===== src/rtl/uart_tx_fifo_drain_pkg.sv =====
// Shared definitions for the FIFO-draining UART transmitter: FSM state encodings
// and the serial line idle level.
package uart_tx_fifo_drain_pkg;

    typedef enum logic [2:0] {
        ST_IDLE   = 3'd0,
        ST_WAIT   = 3'd1,
        ST_START  = 3'd2,
        ST_DATA   = 3'd3,
        ST_PARITY = 3'd4,
        ST_STOP   = 3'd5
    } tx_state_e;

    localparam logic IDLE_LEVEL = 1'b1;

endpackage


===== src/rtl/uart_tx_fifo_drain_if.sv =====
// FIFO read port between the byte FIFO (slave) and the transmit drain (master).
interface uart_tx_fifo_drain_if #(
    parameter int DATA_WIDTH = 8
);
    logic                  rd_en;
    logic [DATA_WIDTH-1:0] rd_data;
    logic                  rd_val;

    modport master (output rd_en, input rd_data, input rd_val);
    modport slave  (input rd_en, output rd_data, output rd_val);
endinterface


===== src/rtl/uart_tx_fifo_drain_baud_tick.sv =====
// Bit-time counter: counts 0..CLK_DIV-1 and flags the last cycle of each bit.
// near_end flags the cycle before bit_end so callers can register end-of-bit pulses.
module uart_baud_tick #(
    parameter int CLK_DIV = 16
) (
    input  logic clk,
    input  logic reset,
    input  logic clear,
    output logic bit_end,
    output logic near_end
);
    localparam int CNT_W = (CLK_DIV > 1) ? $clog2(CLK_DIV) : 1;

    logic [CNT_W-1:0] cnt;

    assign bit_end  = (cnt == CNT_W'(CLK_DIV - 1));
    assign near_end = (cnt == CNT_W'(CLK_DIV - 2));

    always_ff @(posedge clk) begin
        if (reset || clear || bit_end)
            cnt <= '0;
        else
            cnt <= cnt + 1'b1;
    end
endmodule


===== src/rtl/uart_tx_fifo_drain.sv =====
// Pulls bytes from the FIFO read port and shifts them out as serial frames
// (start, data LSB-first, optional even parity, stop). Optional parity: UART_TX_PARITY_EN.
module uart_tx_fifo_drain
    import uart_tx_fifo_drain_pkg::*;
#(
    parameter int CLK_DIV    = 16,
    parameter int DATA_WIDTH = 8,
    parameter int STOP_BITS  = 1
) (
    input  logic                       clk,
    input  logic                       reset,
    input  logic                       tx_en,
    uart_tx_fifo_drain_if.master       fifo,
    output logic                       tx,
    output logic                       busy,
    output logic                       frame_done
);
    localparam int IDX_W = $clog2(DATA_WIDTH + 1);

    tx_state_e             state;
    logic [DATA_WIDTH-1:0] shreg;
    logic [DATA_WIDTH-1:0] shreg_nxt;
    logic [IDX_W-1:0]      bit_idx;
    logic                  bit_end;
    logic                  near_end;
    logic                  last_data;
    logic                  last_stop;
`ifdef UART_TX_PARITY_EN
    logic                  par;
`endif

    // Gated by reset so no read escapes while the FSM is being held in IDLE.
    assign fifo.rd_en = !reset && (state == ST_IDLE) && tx_en;

    assign shreg_nxt = shreg >> 1;
    assign last_data = (bit_idx == IDX_W'(DATA_WIDTH - 1));
    assign last_stop = (bit_idx == IDX_W'(STOP_BITS - 1));

    // IDLE/WAIT hold the bit timer at zero so every frame starts bit-aligned;
    // within a frame the timer wraps on bit_end, which coincides with each state entry.
    uart_baud_tick #(.CLK_DIV(CLK_DIV)) u_baud (
        .clk      (clk),
        .reset    (reset),
        .clear    ((state == ST_IDLE) || (state == ST_WAIT)),
        .bit_end  (bit_end),
        .near_end (near_end)
    );

    always_ff @(posedge clk) begin
        if (reset) begin
            state      <= ST_IDLE;
            shreg      <= '0;
            bit_idx    <= '0;
            tx         <= IDLE_LEVEL;
            busy       <= 1'b0;
            frame_done <= 1'b0;
`ifdef UART_TX_PARITY_EN
            par        <= 1'b0;
`endif
        end else begin
            frame_done <= (state == ST_STOP) && last_stop && near_end;
            case (state)
                ST_IDLE: begin
                    if (tx_en)
                        state <= ST_WAIT;
                end
                ST_WAIT: begin
                    if (fifo.rd_val) begin
                        shreg   <= fifo.rd_data;
`ifdef UART_TX_PARITY_EN
                        par     <= ^fifo.rd_data;
`endif
                        bit_idx <= '0;
                        tx      <= 1'b0;
                        busy    <= 1'b1;
                        state   <= ST_START;
                    end else begin
                        state <= ST_IDLE;
                    end
                end
                ST_START: begin
                    if (bit_end) begin
                        tx    <= shreg[0];
                        state <= ST_DATA;
                    end
                end
                ST_DATA: begin
                    if (bit_end) begin
                        if (last_data) begin
                            bit_idx <= '0;
`ifdef UART_TX_PARITY_EN
                            tx      <= par;
                            state   <= ST_PARITY;
`else
                            tx      <= IDLE_LEVEL;
                            state   <= ST_STOP;
`endif
                        end else begin
                            bit_idx <= bit_idx + 1'b1;
                            shreg   <= shreg_nxt;
                            tx      <= shreg_nxt[0];
                        end
                    end
                end
`ifdef UART_TX_PARITY_EN
                ST_PARITY: begin
                    if (bit_end) begin
                        tx    <= IDLE_LEVEL;
                        state <= ST_STOP;
                    end
                end
`endif
                ST_STOP: begin
                    // bit_idx is reused to count stop bits.
                    if (bit_end) begin
                        if (last_stop) begin
                            bit_idx <= '0;
                            busy    <= 1'b0;
                            state   <= ST_IDLE;
                        end else begin
                            bit_idx <= bit_idx + 1'b1;
                        end
                    end
                end
                default: begin
                    tx    <= IDLE_LEVEL;
                    busy  <= 1'b0;
                    state <= ST_IDLE;
                end
            endcase
        end
    end
endmodule


===== src/flat_wrapper.sv =====
// flat-port wrapper written by rule: the top's interface ports become plain ports
module uart_tx_fifo_drain_flat import uart_tx_fifo_drain_pkg::*;
#(
    parameter int CLK_DIV    = 16,
    parameter int DATA_WIDTH = 8,
    parameter int STOP_BITS  = 1
)
  (clk, reset, tx_en, tx, busy, frame_done, fifo_rd_en, fifo_rd_data, fifo_rd_val);
  uart_tx_fifo_drain_if #(.DATA_WIDTH(DATA_WIDTH)) fifo_i ();
  input  logic clk;
  input  logic reset;
  input  logic tx_en;
  output logic tx;
  output logic busy;
  output logic frame_done;
  output wire logic [$bits(fifo_i.rd_en)-1:0] fifo_rd_en;
  input wire logic [$bits(fifo_i.rd_data)-1:0] fifo_rd_data;
  input wire logic [$bits(fifo_i.rd_val)-1:0] fifo_rd_val;
  assign fifo_rd_en = fifo_i.rd_en;
  assign fifo_i.rd_data = fifo_rd_data;
  assign fifo_i.rd_val = fifo_rd_val;
  uart_tx_fifo_drain #(.CLK_DIV(CLK_DIV), .DATA_WIDTH(DATA_WIDTH), .STOP_BITS(STOP_BITS)) u_core (.clk(clk), .reset(reset), .tx_en(tx_en), .fifo(fifo_i), .tx(tx), .busy(busy), .frame_done(frame_done));
endmodule

===== config.mk =====
export PLATFORM = sky130hd
export DESIGN_NAME = uart_tx_fifo_drain_flat
export DESIGN_NICKNAME = d
export VERILOG_FILES = /design/src/rtl/uart_tx_fifo_drain_pkg.sv /design/src/rtl/uart_tx_fifo_drain_if.sv /design/src/rtl/uart_tx_fifo_drain_baud_tick.sv /design/src/rtl/uart_tx_fifo_drain.sv /design/src/flat_wrapper.sv
export SDC_FILE = /design/constraint.sdc
export NUM_CORES = 1
export LEC_CHECK = 0
export CORE_MARGIN = 2
export CORE_UTILIZATION = 50
export CTS_CLUSTER_SIZE = 14
export DETAILED_ROUTE_END_ITERATION = 8
export PLACE_DENSITY = 0.78
export SYNTH_ARGS = -nofsm -noshare
export SYNTH_HDL_FRONTEND = slang
export SYNTH_SLANG_ARGS = --single-unit

===== constraint.sdc =====
create_clock -name clk -period 1.9 [get_ports clk]
set_input_delay 0.38 -clock clk [delete_from_list [all_inputs] [get_ports clk]]
set_output_delay 0.38 -clock clk [all_outputs]
set_load 0.01 [all_outputs]

==> results.json, run 1 <==
{
  "outcome": "complete, no violations",
  "antenna_left": 0,
  "synth.top_cells.by_count": "22 x dfxtp_1, 10 x nor2_1, 8 x o2bb2ai_1",
  "ys_ff_latch": 22,
  "path_cells": "or3_1 -> nor3b_2 -> clkdlybuf4s15_2",
  "ys_warn_count": 0,
  "final_nets": 163,
  "start_util_pct": 54.3,
  "htree_levels": 1,
  "setup_viol": 0,
  "drcViolationCount": 0,
  "period_share_pct": 97.9,
  "num_vias": 1055,
  "grt_max_degree": 19,
  "cp.required_ps": 1520,
  "first_pass_iters": 4,
  "clkPwrFrac_pct": 20.4,
  "place_congestion": 0.857,
  "power_switching_uw": 441,
  "maxSlewViolCount": 0,
  "wire_per_inst_um": 14.9,
  "chipWidth_um": 53.5,
  "crit_buf_inv": 1,
  "final_cells": 174,
  "power.density_nw_per_um2": 884,
  "fin_crit_ps": 1860,
  "cp_slowest_cell": "or3_1",
  "path_delay_family": "simple AND/OR/NAND/NOR gates",
  "dp.cells": 170,
  "ios": 16,
  "endpoint_kind": "primary output",
  "die-area_um2": 2860,
  "io_buffers": 15,
  "synth.distinct_cells": 50,
  "synthTopCellsByArea": "dfxtp_1 36%, mux2i_1 5.7%, o2bb2ai_1 5.7%",
  "syn_nets": 144,
  "numCtsBuffers": 3,
  "leakage_uw": 0.000583,
  "fin_area_um2": 1450,
  "cts_setup_buffers": 0,
  "max_freq_mhz": 538,
  "yosys.area.top_type": "dfxtp_1",
  "seq_area_frac_synth_pct": 36.0,
  "syn-instance-count": 128,
  "combPwrFrac_pct": 36.4,
  "dpl_cell_area_um2": 1410,
  "grt_pass1_wl_um": 4260,
  "worstSkewPairLatency_ps": 310,
  "clock_sinks": 22,
  "worst_pin_slew_ps": 529,
  "cts_buffer_depth": 2,
  "max_stage_delay_ps": 420,
  "synth_ff_type": "dfxtp_1",
  "clk_pin_slew_worst_paths_ps": 120,
  "fin_ws_ps": 40.3,
  "hold_violations": 0,
  "swShare_pct": 34.4,
  "yosys.area.top_type_share_pct": 36.0,
  "synth-async-reset-ratio_pct": 0,
  "vdd_drop_max_mv": 0.532,
  "final.setup_skew_ps": 5.05,
  "grt.total_usage_pct": 20.7,
  "p_int_uw": 841,
  "first_global_vias": 982,
  "path_class": "flop to primary output",
  "antenna_found_initial": 0,
  "synth-edff-count": 0,
  "power_frac_seq_pct": 43.2,
  "syn_avg_cell_area_um2": 9.57,
  "hpwl_um": 1910,
  "first_iter_violations": 21,
  "crit_fanout": 2,
  "slew_headroom_pct": 64.4,
  "die_y_um": 53.5,
  "dp_slack_ps": -86.8,
  "routed_wl_um": 2590,
  "synth_area_um2": 1220,
  "diodes": 0,
  "ctsRootBufferMaster": "clkbuf_4",
  "power_uw": 1280,
  "vias_per_cell": 6.06,
  "area.growth.synth_to_final_pct": 18.4,
  "synth.most_common_cell": "dfxtp_1",
  "worstSetupStartpointType": "flop",
  "coreArea_um2": 2250,
  "cp_data_arrival_time_ps": 1480,
  "grt-ovfl-total": 0,
  "cts_tree": "done",
  "hp-class": "flop to flop",
  "maxCapViolCount": 0,
  "drive_gt1_share_pct": 14.4,
  "rows": 17
}
[cell families (layout without fill, tap and decap cells)]
| logic type | count (synthesis) | after routing | share of synthesized area (%) |
|---|---|---|---|
| flops | 22 | 22 | 36.0 |
| fa+ha+maj | 4 | 4 | 4.09 |
| mux | 7 | 7 | 5.72 |
| xor+xnor | 2 | 2 | 1.43 |
| simple gates | 44 | 44 | 23.3 |
| buf+inv | 10 | 28 | 4.49 |
| compound gates | 39 | 39 | 25.0 |
[cell type report]
| cell class | instances | area [um2] |
|---|---|---|
| fill | 207 | 805 |
| clock buffer | 4 | 36.3 |
| multi-input combinational | 96 | 734 |
| sequential | 22 | 440 |
| tap | 28 | 35.0 |
| inverter | 4 | 15.0 |
| timing repair buffer | 20 | 189 |
[per-stage QoR]
step                hold slack [ps]  util [%]  setup TNS, ps
floorplan                       430         -              0
global placement                446      62.4          -77.9
detailed placement              451      62.4          -86.8
CTS                             479      64.1              0
global route                    499      64.3          -9.34
finish                          473      64.3              0
[worst paths after layout]
path                              from                    to  slack, ps  depth (start not counted)
hold reg to reg   u_core.u_baud.cnt[0]  u_core.u_baud.cnt[0]        470                          1
setup / recovery       u_core.state[2]            fifo_rd_en         40                          3
setup reg to reg  u_core.u_baud.cnt[0]     u_core.bit_idx[1]        180                          5
hold / removal    u_core.u_baud.cnt[0]  u_core.u_baud.cnt[0]        470                          1
[placed cells by master (no fill, tap or decap), types with 2 or more instances in the layout]
master            n
dfxtp_1          22
clkdlybuf4s50_1  14
nor2_1           10
o2bb2ai_1         8
o21ai_0           7
mux2i_1           7
a21oi_1           5
nor3_1            5
buf_4             5
inv_1             4
nand3_1           4
ha_1              4
nand4_1           3
nand2_1           3
clkbuf_4          3
or3_1             2
nor3b_2           2
and4_1            2
o31ai_1           2
o22ai_2           2
o21ai_1           2
[repair_timing]
| action | 4_1_cts | 5_1_grt |
|---|---|---|
| gates resized for setup | 3 | 1 |
| hold buffers | 0 | 0 |
| setup endpoints to repair | 1 | 1 |
[sequential cells by signal (all words and copies together), names as in the netlist]
signal	cells
u_core.frame_done	1
u_core.state	3
u_core.bit_idx	4
u_core.busy	1
u_core.u_baud.cnt	4
u_core.shreg	8
u_core.tx	1
[power by group through the flow]
stage	sequential, uW	combinational [uW]	clock [uW]
finish	554	466	262
floorplan	574	328	0
detailed placement	564	456	0
global placement	560	446	0
CTS	553	457	272
global route	561	504	286
[per-layer routing]
metal	share of wire (%)	wire (um)	GRT usage, %	vias up
met1	47	1220	25.1	498
li1	-	-	-	524
met2	48	1230	35.4	29
met3	4.1	106	3.39	4
met5	0	0	0	-
met4	1.3	34	8.97	0
No activity file was read; power rests on OpenSTA's default activity.
==> run 2, diff against run 1 <==
--- a/config.mk
+++ b/config.mk
@@ -5,11 +5,13 @@
 export SDC_FILE = /design/constraint.sdc
 export NUM_CORES = 1
 export LEC_CHECK = 0
-export CORE_MARGIN = 2
+export ABC_AREA = 1
+export CORE_MARGIN = 10
 export CORE_UTILIZATION = 50
 export CTS_CLUSTER_SIZE = 14
 export DETAILED_ROUTE_END_ITERATION = 8
-export PLACE_DENSITY = 0.78
+export PLACE_DENSITY = 0.79
+export REMOVE_ABC_BUFFERS = 1
 export SYNTH_ARGS = -nofsm -noshare
 export SYNTH_HDL_FRONTEND = slang
 export SYNTH_SLANG_ARGS = --single-unit
==> run 2 against run 1 <==
Flip-flop and latch count unchanged. Combinational power increased by 49%. Cell area shrank 5.9%. Largest cell class unchanged.
==> results.json, run 2 <==
{
  "cts_buffer_depth": 2,
  "grt.total_usage_pct": 12.1,
  "grt_max_degree": 17,
  "holdWs_ps": 457,
  "worst_pin_slew_ps": 298,
  "dp_slack_ps": -111,
  "seq_area_frac_synth_pct": 38.1,
  "diodes": 0,
  "reg2reg_depth": 8,
  "grt_pass1_wl_um": 4450,
  "synth.most_common_cell": "nand2_1",
  "vias_per_cell": 5.24,
  "period_share_pct": 91.5,
  "ios": 16,
  "synth-edff-count": 0,
  "synthTopCellsByArea": "dfxtp_1 38%, nand2_1 14%, nor2_1 7.8%",
  "hold_path_depth": 2,
  "synth_ff_type": "dfxtp_1",
  "routed_wl_um": 2630,
  "final_nets": 208,
  "rows": 17,
  "syn_avg_cell_area_um2": 6.68,
  "power.density_nw_per_um2": 1190,
  "cp.required_ps": 1520,
  "antenna_left": 0,
  "hold_violations": 0,
  "syn-instance-count": 173,
  "ctsRootBufferMaster": "clkbuf_4",
  "io_buffers": 15,
  "hpwl_um": 2020,
  "endpoint_kind": "primary output",
  "crit_fanout": 2,
  "yosys.area.top_type": "dfxtp_1",
  "place_congestion": 0.969,
  "path_class": "input pin to primary output",
  "fin_crit_ps": 1740,
  "postCtsHoldBufs": 0,
  "synth.distinct_cells": 20,
  "coreArea_um2": 2210,
  "clk_pin_slew_worst_paths_ps": 120,
  "leakage_uw": 0.000616,
  "combPwrFrac_pct": 42.7,
  "p_int_uw": 963,
  "setup_viol": 0,
  "die_y_um": 68.1,
  "slew_headroom_pct": 79.9,
  "maxCapViolCount": 0,
  "cts_setup_buffers": 0,
  "area.growth.synth_to_final_pct": 18.1,
  "cts_resized": 2,
  "ys_ff_latch": 22,
  "yosys.area.top_type_share_pct": 38.1,
  "first_iter_violations": 44,
  "drcViolationCount": 0,
  "maxSlewViolCount": 0,
  "power_frac_seq_pct": 41.3,
  "num_vias": 1147,
  "worstSkewPairLatency_ps": 300,
  "die-area_um2": 4640,
  "ys_warn_count": 0,
  "synth.top_cells.by_count": "43 x nand2_1, 24 x nor2_1, 22 x dfxtp_1",
  "top_regs": "u_core.shreg (8), u_core.bit_idx (4), u_core.u_baud.cnt (4)",
  "start_util_pct": 52.3,
  "htree_levels": 1,
  "top_register": "u_core.shreg",
  "fin_ws_ps": 161,
  "antenna_found_initial": 0,
  "synth-async-reset-ratio_pct": 0,
  "worstSetupStartpointType": "input pin",
  "clock_sinks": 22,
  "synth_area_um2": 1160,
  "wire_per_inst_um": 12.0,
  "first_global_vias": 1094,
  "vdd_drop_max_mv": 0.731,
  "clkPwrFrac_pct": 15.9,
  "first_pass_iters": 4,
  "drive_gt1_share_pct": 6.28,
  "numCtsBuffers": 3,
  "max_freq_mhz": 575,
  "outcome": "complete, no violations",
  "final.setup_skew_ps": 1.92,
  "layout_commonest_cell": "nand2_1",
  "cts_tree": "done",
  "rsz0062_at_grt": "false",
  "grt-ovfl-total": 0,
  "chipWidth_um": 68.1,
  "final_cell_mix": "43 x nand2_1, 24 x nor2_1, 21 x dfxtp_1",
  "swShare_pct": 40.9,
  "power_switching_uw": 667,
  "largest_register_ffs": 8,
  "hp-class": "flop to flop",
  "cp_data_arrival_time_ps": 1360
}
==> run 2: cell types whose count changed in the layout (fill, tap and decap cells not counted), moves of 3 or more <==
cell / before / now
nand2_1: 3 / 43
inv_1: 4 / 19
nor2_1: 10 / 24
o21ai_0: 7 / 17
a21oi_1: 5 / 14
o2bb2ai_1: 8 / 0
mux2i_1: 7 / 0
nand3_1: 4 / 9
buf_4: 5 / 2
nand2_2: 0 / 3
nor3_1: 5 / 2
==> run 2: worst paths after layout <==
kind	slack, ps	start	endpoint
min	460	u_core.shreg[3]	u_core.shreg[3]
min reg2reg	460	u_core.shreg[3]	u_core.shreg[3]
max	160	reset	fifo_rd_en
max reg2reg	260	u_core.u_baud.cnt[0]	u_core.state[1]
==> run 2: per-stage QoR <==
step	utilization [%]	area [um2]	setup TNS, ps	total power (uW)	cells
floorplan	-	1130	0	1180	170
global placement	60.1	1330	-85.6	1340	215
detailed placement	60.1	1330	-111	1380	215
CTS	61.7	1370	0	1640	219
global route	61.7	1370	0	1790	219
finish	61.7	1370	0	1630	219
==> run 2: power by group through the flow <==
stage	Combinational (uW)	Sequential [uW]	Clock, uW
floorplan	515	668	0
finish	696	674	260
detailed placement	694	683	0
global route	816	688	282
global placement	666	675	0
CTS	694	673	268
==> run 2: critical path: stages <==
cell,delay [ps]
clkdlybuf4s50_1,420
inv_1,110
nand2_1,60
nor2_1,110
dlygate4sd2_1,280
==> run 2: final cells by class <==
type	instances	area (um2)
clock buffers	4	36.3
multi-input cells	129	617
flip-flops and latches	22	442
fillers	214	847
well taps	28	35.0
repair buffers	17	164
inverters	19	71.3
==> run 2: cells by family (layout without fill, tap and decap cells) <==
logic type	Yosys count	in the layout	synth area share (%)
simple gates	85	85	30.3
flops	22	22	38.1
buf+inv	22	40	8.55
fa+ha+maj	4	4	4.33
compound gates	37	37	16.5
xor+xnor	3	3	2.27
==> run 2: layer usage <==
metal,vias up,global-route usage [%],share of wire (%)
met5,-,0,0
met4,0,5.28,1.3
met3,4,3.26,5.0
met2,22,20.0,49
met1,530,14.3,45
li1,591,-,-
